File: src/rtl/mips_pkg.sv
// rtl/mips_pkg.sv - shared MIPS pipeline constants, opcodes and fetch FSM encoding
package mips_pkg;

  localparam logic [31:0] NOP_INSTR = 32'h0000_0000;
  localparam int          PC_INC    = 4;

  localparam int OP_MSB = 31;
  localparam int OP_LSB = 26;

  localparam logic [5:0] OP_RTYPE = 6'b000000;
  localparam logic [5:0] OP_LW    = 6'b100011;
  localparam logic [5:0] OP_SW    = 6'b101011;
  localparam logic [5:0] OP_BEQ   = 6'b000100;

  typedef enum logic {
    BOOT = 1'b0,
    RUN  = 1'b1
  } fetch_state_e;

endpackage : mips_pkg

File: src/rtl/pc_reg.sv
// rtl/pc_reg.sv - program counter with write enable and branch-redirect next-PC mux
module pc_reg
  import mips_pkg::*;
#(
  parameter int              PC_W     = 32,
  parameter logic [PC_W-1:0] RESET_PC = '0
) (
  input  logic            clk,
  input  logic            rst_n,
  input  logic            pc_en,
  input  logic            redirect,
  input  logic [PC_W-1:0] branch_target,
  output logic [PC_W-1:0] pc,
  output logic [PC_W-1:0] pc_plus4
);

  logic [PC_W-1:0] pc_d;
  logic [PC_W-1:0] pc_q;

  // Branch targets are always word aligned; the low two bits are forced to zero.
  logic unused_target_lsbs;
  assign unused_target_lsbs = ^branch_target[1:0];

  // Next PC: sequential +4 (wrapping) or the aligned branch target, gated by the enable.
  always_comb begin
    pc_plus4 = pc_q + PC_W'(PC_INC);
    pc_d     = pc_q;
    if (pc_en) begin
      pc_d = redirect ? {branch_target[PC_W-1:2], 2'b00} : pc_plus4;
    end
  end

  // PC register with asynchronous reset to the boot address.
  always_ff @(posedge clk or negedge rst_n) begin
    if (!rst_n) begin
      pc_q <= RESET_PC;
    end else begin
      pc_q <= pc_d;
    end
  end

  assign pc = pc_q;

endmodule : pc_reg

File: src/rtl/if_id_stage.sv
// rtl/if_id_stage.sv - instruction fetch stage and IF/ID pipeline register with stall/flush counters
module if_id_stage
  import mips_pkg::*;
#(
  parameter int              PC_W     = 32,
  parameter logic [PC_W-1:0] RESET_PC = '0,
  parameter int              CNT_W    = 16
) (
  input  logic             clk,
  input  logic             rst_n,
  input  logic             PC_Write,
  input  logic             IFID_Write,
  input  logic             IF_Flush,
  input  logic             branch_taken,
  input  logic [PC_W-1:0]  branch_target,
  input  logic [31:0]      imem_instr,
  output logic [PC_W-1:0]  imem_addr,
  output logic [31:0]      if_id_instr,
  output logic [PC_W-1:0]  if_id_pc4,
  output logic             if_id_valid,
  output logic [5:0]       op,
  output logic [CNT_W-1:0] stall_cnt,
  output logic [CNT_W-1:0] flush_cnt
);

  fetch_state_e     state_d, state_q;
  logic [31:0]      if_id_instr_d, if_id_instr_q;
  logic [PC_W-1:0]  if_id_pc4_d, if_id_pc4_q;
  logic             if_id_valid_d, if_id_valid_q;
  logic [CNT_W-1:0] stall_cnt_d, stall_cnt_q;
  logic [CNT_W-1:0] flush_cnt_d, flush_cnt_q;

  logic            run;
  logic            redirect;
  logic [PC_W-1:0] pc;
  logic [PC_W-1:0] pc_plus4;

  assign run      = (state_q == RUN);
  assign redirect = IF_Flush & branch_taken;

  // A stalled PC ignores a pending redirect; the branch is re-evaluated after the stall.
  pc_reg #(
    .PC_W     (PC_W),
    .RESET_PC (RESET_PC)
  ) u_pc_reg (
    .clk           (clk),
    .rst_n         (rst_n),
    .pc_en         (run & PC_Write),
    .redirect      (redirect),
    .branch_target (branch_target),
    .pc            (pc),
    .pc_plus4      (pc_plus4)
  );

  // BOOT lasts exactly one cycle after reset release, then fetch runs until the next reset.
  always_comb begin
    state_d = state_q;
    case (state_q)
      BOOT:    state_d = RUN;
      RUN:     state_d = RUN;
      default: state_d = BOOT;
    endcase
  end

  // IF/ID update: stall beats flush beats normal load; counters saturate at all-ones.
  always_comb begin
    if_id_instr_d = if_id_instr_q;
    if_id_pc4_d   = if_id_pc4_q;
    if_id_valid_d = if_id_valid_q;
    stall_cnt_d   = stall_cnt_q;
    flush_cnt_d   = flush_cnt_q;
    if (run) begin
      if (!IFID_Write) begin
        if (stall_cnt_q != {CNT_W{1'b1}}) begin
          stall_cnt_d = stall_cnt_q + CNT_W'(1);
        end
      end else if (redirect) begin
        if_id_instr_d = NOP_INSTR;
        if_id_pc4_d   = '0;
        if_id_valid_d = 1'b0;
        if (flush_cnt_q != {CNT_W{1'b1}}) begin
          flush_cnt_d = flush_cnt_q + CNT_W'(1);
        end
      end else begin
        if_id_instr_d = imem_instr;
        if_id_pc4_d   = pc_plus4;
        if_id_valid_d = 1'b1;
      end
    end
  end

  // Pipeline register, FSM state and counters, all cleared asynchronously.
  always_ff @(posedge clk or negedge rst_n) begin
    if (!rst_n) begin
      state_q       <= BOOT;
      if_id_instr_q <= NOP_INSTR;
      if_id_pc4_q   <= '0;
      if_id_valid_q <= 1'b0;
      stall_cnt_q   <= '0;
      flush_cnt_q   <= '0;
    end else begin
      state_q       <= state_d;
      if_id_instr_q <= if_id_instr_d;
      if_id_pc4_q   <= if_id_pc4_d;
      if_id_valid_q <= if_id_valid_d;
      stall_cnt_q   <= stall_cnt_d;
      flush_cnt_q   <= flush_cnt_d;
    end
  end

  assign imem_addr   = pc;
  assign if_id_instr = if_id_instr_q;
  assign if_id_pc4   = if_id_pc4_q;
  assign if_id_valid = if_id_valid_q;
  assign op          = if_id_instr_q[OP_MSB:OP_LSB];
  assign stall_cnt   = stall_cnt_q;
  assign flush_cnt   = flush_cnt_q;

endmodule : if_id_stage

File: config.mk
export PLATFORM = sky130hd
export DESIGN_NAME = if_id_stage
export DESIGN_NICKNAME = d
export VERILOG_FILES = /design/src/rtl/mips_pkg.sv /design/src/rtl/pc_reg.sv /design/src/rtl/if_id_stage.sv
export SDC_FILE = /design/constraint.sdc
export NUM_CORES = 1
export LEC_CHECK = 0
export ABC_AREA = 1
export ABC_CLOCK_PERIOD_IN_PS = 2000
export CAP_MARGIN = 40
export CORE_UTILIZATION = 45
export DETAILED_ROUTE_END_ITERATION = 7
export PLACE_DENSITY = 0.77
export SLEW_MARGIN = 15
export SYNTH_ARGS = -nofsm -noshare
export SYNTH_HDL_FRONTEND = slang
export SYNTH_SLANG_ARGS = --single-unit
File: constraint.sdc
create_clock -name clk -period 2 [get_ports clk]
set_clock_uncertainty 0.2 [all_clocks]
set_input_delay 0.2 -clock clk [delete_from_list [all_inputs] [get_ports clk]]
set_output_delay 0.2 -clock clk [all_outputs]
set_load 0.05 [all_outputs]
==> results by group <==
Yosys
  – Synth area leaders: dfrtp_1 47%, nand2_1 18%, nand3_1 6.2%
  – Synth Register Bits: 126
  – Synth area leader: dfrtp_1
  – Post-synthesis sequential area ratio: 47.3%
  – Netlist cell types: 35
  – Yosys warns: 0
  – Most frequent cells after synthesis: 325 x nand2_1, 126 x dfrtp_1, 83 x nand3_1
  – Post-synth EDFFs: 0
  – Synth Cell Area: 6660 sq um
  – Count leader, synth: nand2_1
  – Dominant synthesized flop cell: dfrtp_1
  – Asr flop ratio synth: 100%
  – Mean Syn Cell Area: around 7.6 sq um
  – Post-synth top area share: 47.3%
  – Mapped Cells: about 900

Routing
  – Router iterations before antenna repair: 6
  – Final ANT Viol Nets: 0
  – Wire per inst: 14.1 um
  – 1st-iter DRT viols: roughly 420
  – WL final: 18100 um
  – Vias after detailed routing: 6326
  – Vias/cell: 4.94
  – Residual DRC: 0

Power
  – Cell internal pwr: 6.17 mW
  – Worst IR Drop VDD: 0.741 mV
  – Power Total: 10.5 mW
  – Switching part of the total power: 41.5%
  – Clk pwr share: between 30 and 40%
  – Sw Pwr: 4.38 mW
  – Leak: 5.05 nW
  – Pwr dens: 1120 nW/um^2
  – Combinational share of power: 36.5%
  – Sequential Power Share: 33.2%

Layout
  – Largest register FFs: 32
  – Multi-input gate area: 3050 sq um
  – Share of layout cells above drive strength 1: 13.7%
  – Sequential Area: 3160 sq um
  – Final Cell Area: 9400 sq um
  – Area growth from synthesis to layout: 41.1%
  – Antenna Cells: 0
  – Nets: 1157
  – Fillers: 1289

STA
  – Setup Viol. Count Final: 0
  – Hold Vio Cnt, Final: 0
  – Tcrit/Tclk final: 92.7%
  – Worst hold margin: 0.126 ns
  – RSZ-0062 raised after global routing: no
  – Max Freq: 539 MHz
  – Worst slew pin tran: 0.539 ns
  – Tmin final: 1.85 ns
  – Sum Neg Setup Slack: 0 ns
  – Final worst setup slack: 0.146 ns
  – Slew Viols, Final: 0
  – Max-slew headroom: 64.2%

Run
  – MaxCap Viol Count: 0

Global routing
  – Congestion Overflow GR: 0
  – Vias in the first global route: 5965
  – Overall routing resource usage: 24.8%
  – Largest net degree at the start of global routing: 52
  – Initial antenna violation count: 2
  – First-pass GRT wire length: between 20000 and 30000 um

Floorplanning
  – Initial Util: a little under half
  – Die H: 124 um
  – Area of the core: 14500 sq um
  – Full die area: 15300 sq um
  – Core Rows: 44
  – Num ports: 205
  – Die Width: 124 um

Clock network
  – CTS tree: done
  – CTS sink cnt: 126
  – CTS clock-pin slew for the worst setup and hold paths: 0.05 ns
  – CTS Buf Count: 17
  – H-tree depth: 4
  – Max clock buf depth: 2
  – Post-CTS setup buffer count: 0
  – Root Driver: clkbuf_16
  – Clock latency on the worst-skew pair: 0.42 ns

Setup path
  – WP data required: 2.10 ns
  – Reg-to-reg setup timing slack: around 0.15 ns
  – R2R depth: 9
  – Reg2reg end: stall_cnt[6]
  – Critical path class: reg2reg
  – Worst r2r src: stall_cnt[1]
  – Critical path's largest stage delay: 0.43 ns
  – CP Capture Type: flip-flop
  – Crit path DAT: ~2 ns
  – Worst-path fanout max: 19
  – Cell breakdown of the critical path: ha_1 > nand3_1 > nor3_2 > nand3_1 > nand2_2 > inv_2 > nand2_1 > nand2_1 > nand2_1
  – Startpoint types: flip-flop
  – Crit-path slowest cell: dfrtp_2
  – Most common cell on crit path: nand2_1

Place
  – Pre-CTS setup slack: 0.161 ns
  – DP Area: 8780 sq um
  – Routability cong.: 0.921
  – Port Buffers: 198
  – DP HPWL: 13000 um

Min path
  – Hold crit path type: in2async

Run status
  – Status: completed
## worst max-delay path by stage
stage               startpoint  slack [ns]  cells past startpoint              end
3_3_place_gp        IFID_Write        0.18                      6   if_id_instr[7]
6_report          stall_cnt[1]        0.15                      9     stall_cnt[6]
4_1_cts         if_id_instr[7]      0.0004                      1   if_id_instr[7]
3_5_place_dp      stall_cnt[1]        0.16                      9     stall_cnt[6]
2_1_floorplan     stall_cnt[1]        0.11                      9     stall_cnt[6]
5_1_grt        u_pc_reg.pc[14]       0.006                      8  u_pc_reg.pc[23]
## layout by cell type, fill, tap and decap left out, types with 9 or more instances in the layout
master and n:
nand2_1 323, dfrtp_1 120, nand3_1 83, nor2_1 72, inv_1 66, clkdlybuf4s50_1 66
buf_4 61, dlygate4sd2_1 60, o21ai_0 33, dlymetal6s2s_1 27, a21oi_1 17, clkbuf_16 17
o21ai_1 12, xor2_1 10, nand2_2 9, nand4_1 9, a31oi_1 9
## per-stage QoR
| stage | utilization [%] | instances |
|---|---|---|
| after floorplan | - | 885 |
| after CTS | 64.5 | 1281 |
| final | 64.9 | 1281 |
| after detailed placement | 60.6 | 1247 |
| after global routing | 64.9 | 1281 |
| after global placement | 60.6 | 1247 |
## cells by family after synthesis
group	after synthesis	synth area share [%]
and+or+nand+nor	534	34.9
DFF	126	47.3
buffers and inverters	112	7.30
AOI/OAI and AO/OA	88	7.60
xor gates and xnor gates	17	2.23
adders and majority gates	3	0.563
other	2	0.113
## routing by layer
metal  vias to the layer above  routed length (um)  global-route usage (%)
met1                      2903                7800                    31.0
li1                       3195                   -                       -
met5                         -                  24                       0
met2                       197                8630                    40.5
met3                        27                1390                    8.10
met4                         4                 280                    7.91
## cell type report
type                    instances  area share [%]
well taps                     184            2.45
clock buffers                  19            4.82
multi-input cells             647            32.4
repair buffers                220            22.1
flip-flops and latches        126            33.6
clock inverters                13            1.73
inverters                      72            2.87
## power by group through the flow
| stage | Clock [mW] | Combinational, mW | Sequential, mW |
|---|---|---|---|
| 6_report | 3.20 | 3.85 | 3.50 |
| 3_5_place_dp | 0 | 4.01 | 3.53 |
| 5_1_grt | 3.39 | 4.14 | 3.57 |
| 4_1_cts | 3.26 | 3.89 | 3.50 |
| 3_3_place_gp | 0 | 3.97 | 3.53 |
| 2_1_floorplan | 0 | 1.10 | 5.03 |
## worst max-delay path, delay by kind of cell, from the launching register on
family | cells | cell delay, ns
flops | 1 | 0.43
simple gates | 7 | 0.62
buf+inv | 1 | 0.28
fa+ha+maj | 1 | 0.21
## repair_timing
item / in CTS / in global routing
endpoints found under the setup margin: 60 / 27
endpoints found under the hold margin: 126 / 0
hold buffers: 2 / 0
gates resized for setup: 60 / 27
gates cloned: 0 / 0
(Power assumes the default switching activity.)
